### config.mk
export PLATFORM = sky130hd
export DESIGN_NAME = openframe_pad_ctrl
export DESIGN_NICKNAME = d
export VERILOG_FILES = /design/src/rtl/openframe_pad_ctrl.sv
export SDC_FILE = /design/constraint.sdc
export NUM_CORES = 1
export LEC_CHECK = 0
export BUFFER_PORTS_ARGS = -buffer_cell sky130_fd_sc_hd__buf_2
export CAP_MARGIN = 20
export CORE_AREA = 2 2 304 306
export DETAILED_ROUTE_END_ITERATION = 10
export DIE_AREA = 0 0 306 308
export PLACE_DENSITY = 0.65
export REMOVE_ABC_BUFFERS = 1
export SKIP_CTS_REPAIR_TIMING = 1
export SLEW_MARGIN = 10
export SYNTH_ARGS = -nofsm -noshare
export SYNTH_HDL_FRONTEND = slang
export SYNTH_SLANG_ARGS = --single-unit
### constraint.sdc
create_clock -name ext_clk -period 2.95 [get_ports ext_clk]
set_clock_uncertainty 0.2 [all_clocks]
set_input_delay 0.295 -clock ext_clk [delete_from_list [all_inputs] [get_ports ext_clk]]
set_output_delay 0.295 -clock ext_clk [all_outputs]
set_load 0.05 [all_outputs]
### src/rtl/openframe_pad_ctrl.sv
// Pad configuration controller: per-pad shadow/active config registers behind a
// simple request port, core function muxing onto pad drive, and input synchronisers.
module openframe_pad_ctrl #(
  parameter int NUM_PADS    = 44,
  parameter int NUM_FUNCS   = 4,
  parameter int SYNC_STAGES = 2
) (
  input  logic                          ext_clk,
  input  logic                          resetb_l,
  input  logic                          cfg_valid,
  output logic                          cfg_ready,
  input  logic                          cfg_we,
  input  logic [5:0]                    cfg_addr,
  input  logic [7:0]                    cfg_wdata,
  output logic [7:0]                    cfg_rdata,
  output logic                          cfg_rvalid,
  output logic                          cfg_err,
  input  logic                          cfg_commit,
  input  logic                          freeze,
  input  logic [NUM_PADS*NUM_FUNCS-1:0] func_out,
  input  logic [NUM_PADS*NUM_FUNCS-1:0] func_oe,
  output logic [NUM_PADS-1:0]           func_in,
  input  logic [NUM_PADS-1:0]           pad_in,
  output logic [NUM_PADS-1:0]           pad_out,
  output logic [NUM_PADS-1:0]           pad_oeb,
  output logic [NUM_PADS-1:0]           pad_inp_dis,
  output logic [NUM_PADS-1:0]           pad_slow_sel,
  output logic [3*NUM_PADS-1:0]         pad_dm
);

  localparam int FW = $clog2(NUM_FUNCS);

  logic [7:0]          shadow [NUM_PADS];
  logic [7:0]          active [NUM_PADS];
  logic                pending;
  logic [NUM_PADS-1:0] sync_q [SYNC_STAGES];
  logic [NUM_PADS-1:0] nxt_out, nxt_oeb, en_vec;

  logic       accept, addr_ok, wr_en, do_copy;
  logic [5:0] idx;

  assign cfg_ready = ~cfg_rvalid;
  assign accept    = cfg_valid & cfg_ready;
  assign addr_ok   = ({26'd0, cfg_addr} < 32'(NUM_PADS));
  // Clamp so out-of-range requests never index past the register arrays.
  assign idx       = addr_ok ? cfg_addr : 6'd0;
  assign wr_en     = accept & cfg_we & addr_ok & ~active[idx][7];
  assign do_copy   = ~freeze & (cfg_commit | pending);

  always_ff @(posedge ext_clk or negedge resetb_l) begin
    if (!resetb_l) begin
      for (int p = 0; p < NUM_PADS; p++) begin
        shadow[p] <= '0;
        active[p] <= '0;
      end
      pending    <= 1'b0;
      cfg_rvalid <= 1'b0;
      cfg_err    <= 1'b0;
      cfg_rdata  <= '0;
    end else begin
      pending <= freeze & (cfg_commit | pending);
      // Copy sees pre-edge shadows, so a write in the commit cycle waits for the next commit.
      if (do_copy) begin
        for (int p = 0; p < NUM_PADS; p++) active[p] <= shadow[p];
      end
      if (wr_en) shadow[idx] <= cfg_wdata;
      cfg_rvalid <= accept & ~cfg_we;
      cfg_err    <= accept & ~addr_ok;
      cfg_rdata  <= (accept & ~cfg_we & addr_ok) ? shadow[idx] : 8'd0;
    end
  end

  for (genvar p = 0; p < NUM_PADS; p++) begin : g_pad
    logic [NUM_FUNCS-1:0] fo, foe;
    logic [FW-1:0]        sel;
    logic                 en;

    assign fo  = func_out[p*NUM_FUNCS +: NUM_FUNCS];
    assign foe = func_oe[p*NUM_FUNCS +: NUM_FUNCS];
    assign sel = active[p][FW-1:0];
    assign en  = active[p][6];

    assign nxt_out[p]         = en & fo[sel];
    assign nxt_oeb[p]         = ~(en & foe[sel]);
    assign en_vec[p]          = en;
    assign pad_dm[3*p +: 3]   = active[p][4:2];
    assign pad_slow_sel[p]    = active[p][5];
    assign pad_inp_dis[p]     = ~en;
  end

  always_ff @(posedge ext_clk or negedge resetb_l) begin
    if (!resetb_l) begin
      pad_out <= '0;
      pad_oeb <= '1;
    end else if (!freeze) begin
      pad_out <= nxt_out;
      pad_oeb <= nxt_oeb;
    end
  end

  always_ff @(posedge ext_clk or negedge resetb_l) begin
    if (!resetb_l) begin
      for (int i = 0; i < SYNC_STAGES; i++) sync_q[i] <= '0;
    end else begin
      sync_q[0] <= pad_in;
      for (int i = 1; i < SYNC_STAGES; i++) sync_q[i] <= sync_q[i-1];
    end
  end

  assign func_in = sync_q[SYNC_STAGES-1] & en_vec;

endmodule
======== Word level (Yosys, flattened, before mapping) ========
Index checks and enable logic that the tools add are counted.
storage, ports and cells
  flip-flop bits (word level) ............. 891
  input port bits ......................... 416
  output and inout bits ................... 363
  word-level logic and storage cells ...... 524
operators by class
  magnitude comparators ................... 47
  muxes and demuxes ....................... 187
  bitwise operators ....................... 193
  reduce and logical (&&, ||, !) cells .... 1
operators by type and width
  operator            count
  $bwmux 352          1
  $bmux 1 s2          88
  $lt 2x3->1 const B  44
  $and 1x1->1         97
  $bmux 8 s6          2
  $not 1->1           93
  $mux 1              88
  $demux 8 s6         1
  $mux 8              6
  $and 44x44->44      1
  $ge 7x7->1 const B  1
  $lt 7x1->1 const B  1
  $not 6->7           1
  $lt 6x6->1 const B  1
  $mux 6              1
  $logic_and 1x1->1   1
  $or 1x1->1          1

======== Logic depth before layout (Yosys ltp) ========
  depth after elaboration ................. 8
  gate-level depth with buffers ........... 11
  gate-level depth less buffers ........... 7

======== Worst setup path after synthesis ========
No wires, ideal clock.
  kind .................................... register to register
  start point ............................. reg cfg_rvalid
  end point ............................... reg shadow[208] (netlist name)
  arrival ................................. 2.897 ns
  required time ........................... 2.625 ns
  setup slack ............................. -0.272 ns
  stages on the path, launching flop included .. 10
  path buffers ............................ 2
  period minus slack after synthesis ...... 3.222 ns
  path through ............................ dfrtp_1 inv_1 o2111ai_1 a221oi_2 a31oi_4 a211o_1 buf_6 buf_6 nor3_4 mux2_2
between the ends
  cells in the longest elaborated chain, start to end .. 5
ends and longest elaborated chain
  item                            line  text
  start: declaration              16    output logic cfg_rvalid,
  start signal: assignment        67    cfg_rvalid <= accept & ~cfg_we;
  $not 1->1                       42    assign cfg_ready = ~cfg_rvalid;
  net cfg_ready                   11    output logic cfg_ready,
  $and 1x1->1                     43    assign accept = cfg_valid & cfg_ready;
  $and 1x1->1 (3 in a row)        47    assign wr_en = accept & cfg_we & addr_ok & ~active[idx][7];
  end signal: indexed assignment  66    if (wr_en) shadow[idx] <= cfg_wdata;
  end: declaration                33    logic [7:0] shadow [NUM_PADS];
The timed path passes the listed nets, and every way through them passes these cells.
A chain may end at the register's enable or synchronous reset.

======== Worst setup path in the final report ========
  start point ............................. reg cfg_rvalid
  end point ............................... reg shadow[162] (netlist name)
between the ends
  cells in the longest elaborated chain, start to end .. 5
ends and longest elaborated chain
  item                      line
  $not 1->1                 42
  $and 1x1->1               43
  $and 1x1->1 (3 in a row)  47
Every way passes these cells.

==> reports/qor.csv <==
stage,metric,value,unit
critical_path,critical path startpoint category,flip-flop,
routing,drt first pass iters,8,
floorplan,Core Rows,111,
critical_path,Critical Path Sink Type,flip-flop,
timing,Fmax achieved,351,MHz
floorplan,Die Wd,306,um
layout,post-route design area,0.0495,sq mm
logic_synthesis,post-synthesis register bit count,891,
grt,largest net degree at the start of global routing,112,
cts,"Reg clk slew, reported paths",0.06,ns
routing,total number of vias,26639,
logic_synthesis,register area share after synthesis,56.9,%
timing,Slew headroom,22.0,%
pwr,Max VDD drop,0.531,mV
timing,final worst-path cycle share,96.7,%
layout,layout cells sized above 1,56.2,%
cts,clk sinks,891,
floorplan,Die ar.,0.0942,sq mm
grt,number of global-route vias before repair,26524,
logic_synthesis,synthesized area per cell,14.2,sq um
worst_hold_path,Worst Hold Class,primary input to flip-flop,
critical_path,CP max FO,10,
logic_synthesis,cells after synthesis,2769,
cts,H-tree depth,3,
logic_synthesis,"area leader, netlist",dfrtp_1,
cts,CTS root buffer,clkbuf_16,
logic_synthesis,post-synth top area share,53.9,%
timing,Fin. Hold Viols,11,
placement,IO Port Bufs,778,
routing,drt wl/cell,24.7,um
placement,dpl cell area,0.0450,sq mm
outcome,status,finished with violations,
critical_path,reg-to-reg startpoint,cfg_rvalid,
pwr,Cell Pwr Density,697,mW/mm^2
cts,largest buffer count on any clock path,3,
grt,global-route wire length before repair,177,mm
grt,Total GRT Usage,25.3,%
flow_run,maxcap violations,0,
routing,Antenna Nets Post-Route,0,
logic_synthesis,Synth Cell Area,0.0393,sq mm
timing,final slew viol count,0,
routing,Initial DRC Count,1916,
floorplan,Initial Utilization,43.2,%
floorplan,Core ar.,0.0910,sq mm
routing,DRT Wirelength,122,mm
layout,"Core Util, Final",54.4,%
critical_path,Worst EP arrival,3.20,ns
logic_synthesis,"EDFF count, synth",0,
layout,area delta synth->final,26.0,%
placement,gpl congestion,0.962,
layout,fillcell total,7668,
critical_path,WS Path Type,flip-flop to flip-flop,
logic_synthesis,Synth cell types,66,
worst_hold_path,Min-Delay Startpoint,func_out[135],
cts,clk_lat worst skew,0.68,ns
timing,hold_ws,-0.0913,ns
logic_synthesis,Synth async-reset ratio,100,%
logic_synthesis,"Primary FF master, synth",dfrtp_1,
logic_synthesis,synth warn,0,
timing,min Tclk post-route,2.85,ns
layout,final net count,4065,
timing,RSZ-0062 raised after global routing,no,
layout,# diodes,0,
outcome,failing checks,negative hold slack,
routing,DRC viols,0,
placement,Post-DP HPWL,89.1,mm
cts,CTS Buf Count,98,
timing,fin worst setup slack,0.0970,ns
grt,initial antenna violation count,3,
critical_path,Worst Path Required,3.30,ns
cts,CTS tree,built,
floorplan,Ports,779,
grt,overflow left after global routing,0,
critical_path,Setup crit start,cfg_rvalid,
routing,post-DR vias/cell,5.41,
placement,dpl ws,-0.328,ns
timing,setup violators final,0,
floorplan,Die H,308,um
logic_synthesis,ranking of synthesized cells by area,"dfrtp_1 54%, mux2_2 22%, mux4_2 5.8%, buf_4 3.4%, dfstp_2 2.9%",
pwr,Leak,0.0244,uW
timing,worst-margin pin slew,1.17,ns
==> state kept, by name, indices dropped and copies added (netlist names) <==
| register | flops |
|---|---|
| shadow | 352 |
| active | 176 |
| pad_dm | 132 |
| sync_q | 88 |
| pad_oeb | 44 |
| pad_out | 44 |
| pad_slow_sel | 44 |
| cfg_rdata | 8 |
| cfg_err | 1 |
| cfg_rvalid | 1 |
| pending | 1 |
==> where the power goes <==
part / switching (uW) / internal, uW / leakage (uW)
registers: 1280 / 13700 / 0.0118
clock network: 5130 / 7440 / 0.00162
logic: 4260 / 2710 / 0.0110
==> synthesized netlist by cell type (18+ instances only) <==
library cell / number
a21oi_1: 28
and2_1: 50
buf_2: 18
buf_4: 177
clkbuf_1: 107
dfrtp_1: 847
dfstp_2: 44
inv_1: 48
mux2_2: 753
mux4_2: 101
nand2_1: 166
nor2_1: 52
nor3_4: 24
o21ai_0: 73
o221ai_1: 23
o22ai_1: 65
==> critical path, stage by stage (launching register included) <==
cell       delay (ns)
dfrtp_1          0.38
inv_1            0.11
o2111ai_1        0.23
a221oi_2         0.32
a31oi_4          0.12
a211o_2          0.34
buf_4            0.25
nor3_4           0.26
buf_4            0.18
mux2_2           0.33
==> placed cells by master (no fill, tap or decap), types with 4 or more instances in the layout <==
cell type	n
dfrtp_1	847
buf_2	775
mux2_2	753
nand2_1	163
buf_4	158
dlygate4sd3_1	119
clkbuf_16	102
mux4_2	101
o21ai_0	73
o22ai_1	64
buf_12	52
nor2_1	51
and2_1	50
inv_1	48
dfstp_2	44
clkbuf_1	34
a21oi_1	27
nor3_4	24
o221ai_1	23
clkbuf_8	21
mux2i_1	16
nor3_1	14
o31ai_1	14
a222oi_1	12
clkinv_2	12
nand2_2	11
a22oi_1	8
mux2_4	8
or3_1	7
mux2_1	7
o31a_1	6
bufinv_16	6
nor2b_1	5
nand3_1	4
nand2b_1	4
nand4_1	4
clkinv_4	4
==> cell type report <==
cell class / instances / area, sq um / share of cell area, %
Clock buffer: 157 / 2970 / 6.00
Timing Repair Buffer: 1105 / 7310 / 14.8
Tap cell: 1186 / 1480 / 3.00
Sequential cell: 891 / 22400 / 45.1
Inverter: 48 / 180 / 0.364
Clock inverter: 28 / 357 / 0.720
Multi-Input combinational cell: 1505 / 14900 / 30.0
==> routing by layer <==
layer	wire length, um	global-route usage [%]
met1	51900	34.2
met2	58000	40.8
met3	7940	5.15
met4	3870	8.56
met5	34	0
==> cell families after synthesis <==
family | count (synthesis) | share of synthesized area (%)
DFF | 891 | 56.9
and+or+nand+nor | 354 | 4.88
AOI/OAI and AO/OA | 266 | 4.54
muxes | 885 | 28.3
buffers and inverters | 373 | 5.43
==> per-stage QoR <==
step,hold WS (ns),TNS [ns],total power (uW),instances
after floorplan,-0.201,-6106.84,19400,2444
after global placement,0.132,-38.37,21800,4616
after detailed placement,0.135,-37.96,22000,4616
after CTS,-0.579,0,34600,4801
after global routing,0.00115,0,35800,4920
final,-0.0913,0,34500,4920
==> worst paths after layout <==
kind | cells after the start | slack, ns | endpoint
worst max register to register | 9 | 0.1 | shadow[162]
worst min-delay path | 4 | -0.09 | pad_out[33]
worst max-delay path | 9 | 0.1 | shadow[162]
min in group asynchronous | 2 | 0.03 | pad_dm[19]
worst min register to register | 0 | 0.15 | sync_q[7]
max in group asynchronous | 3 | 1.55 | pad_oeb[38]
Note: power is estimated with default switching activity, not from simulation.
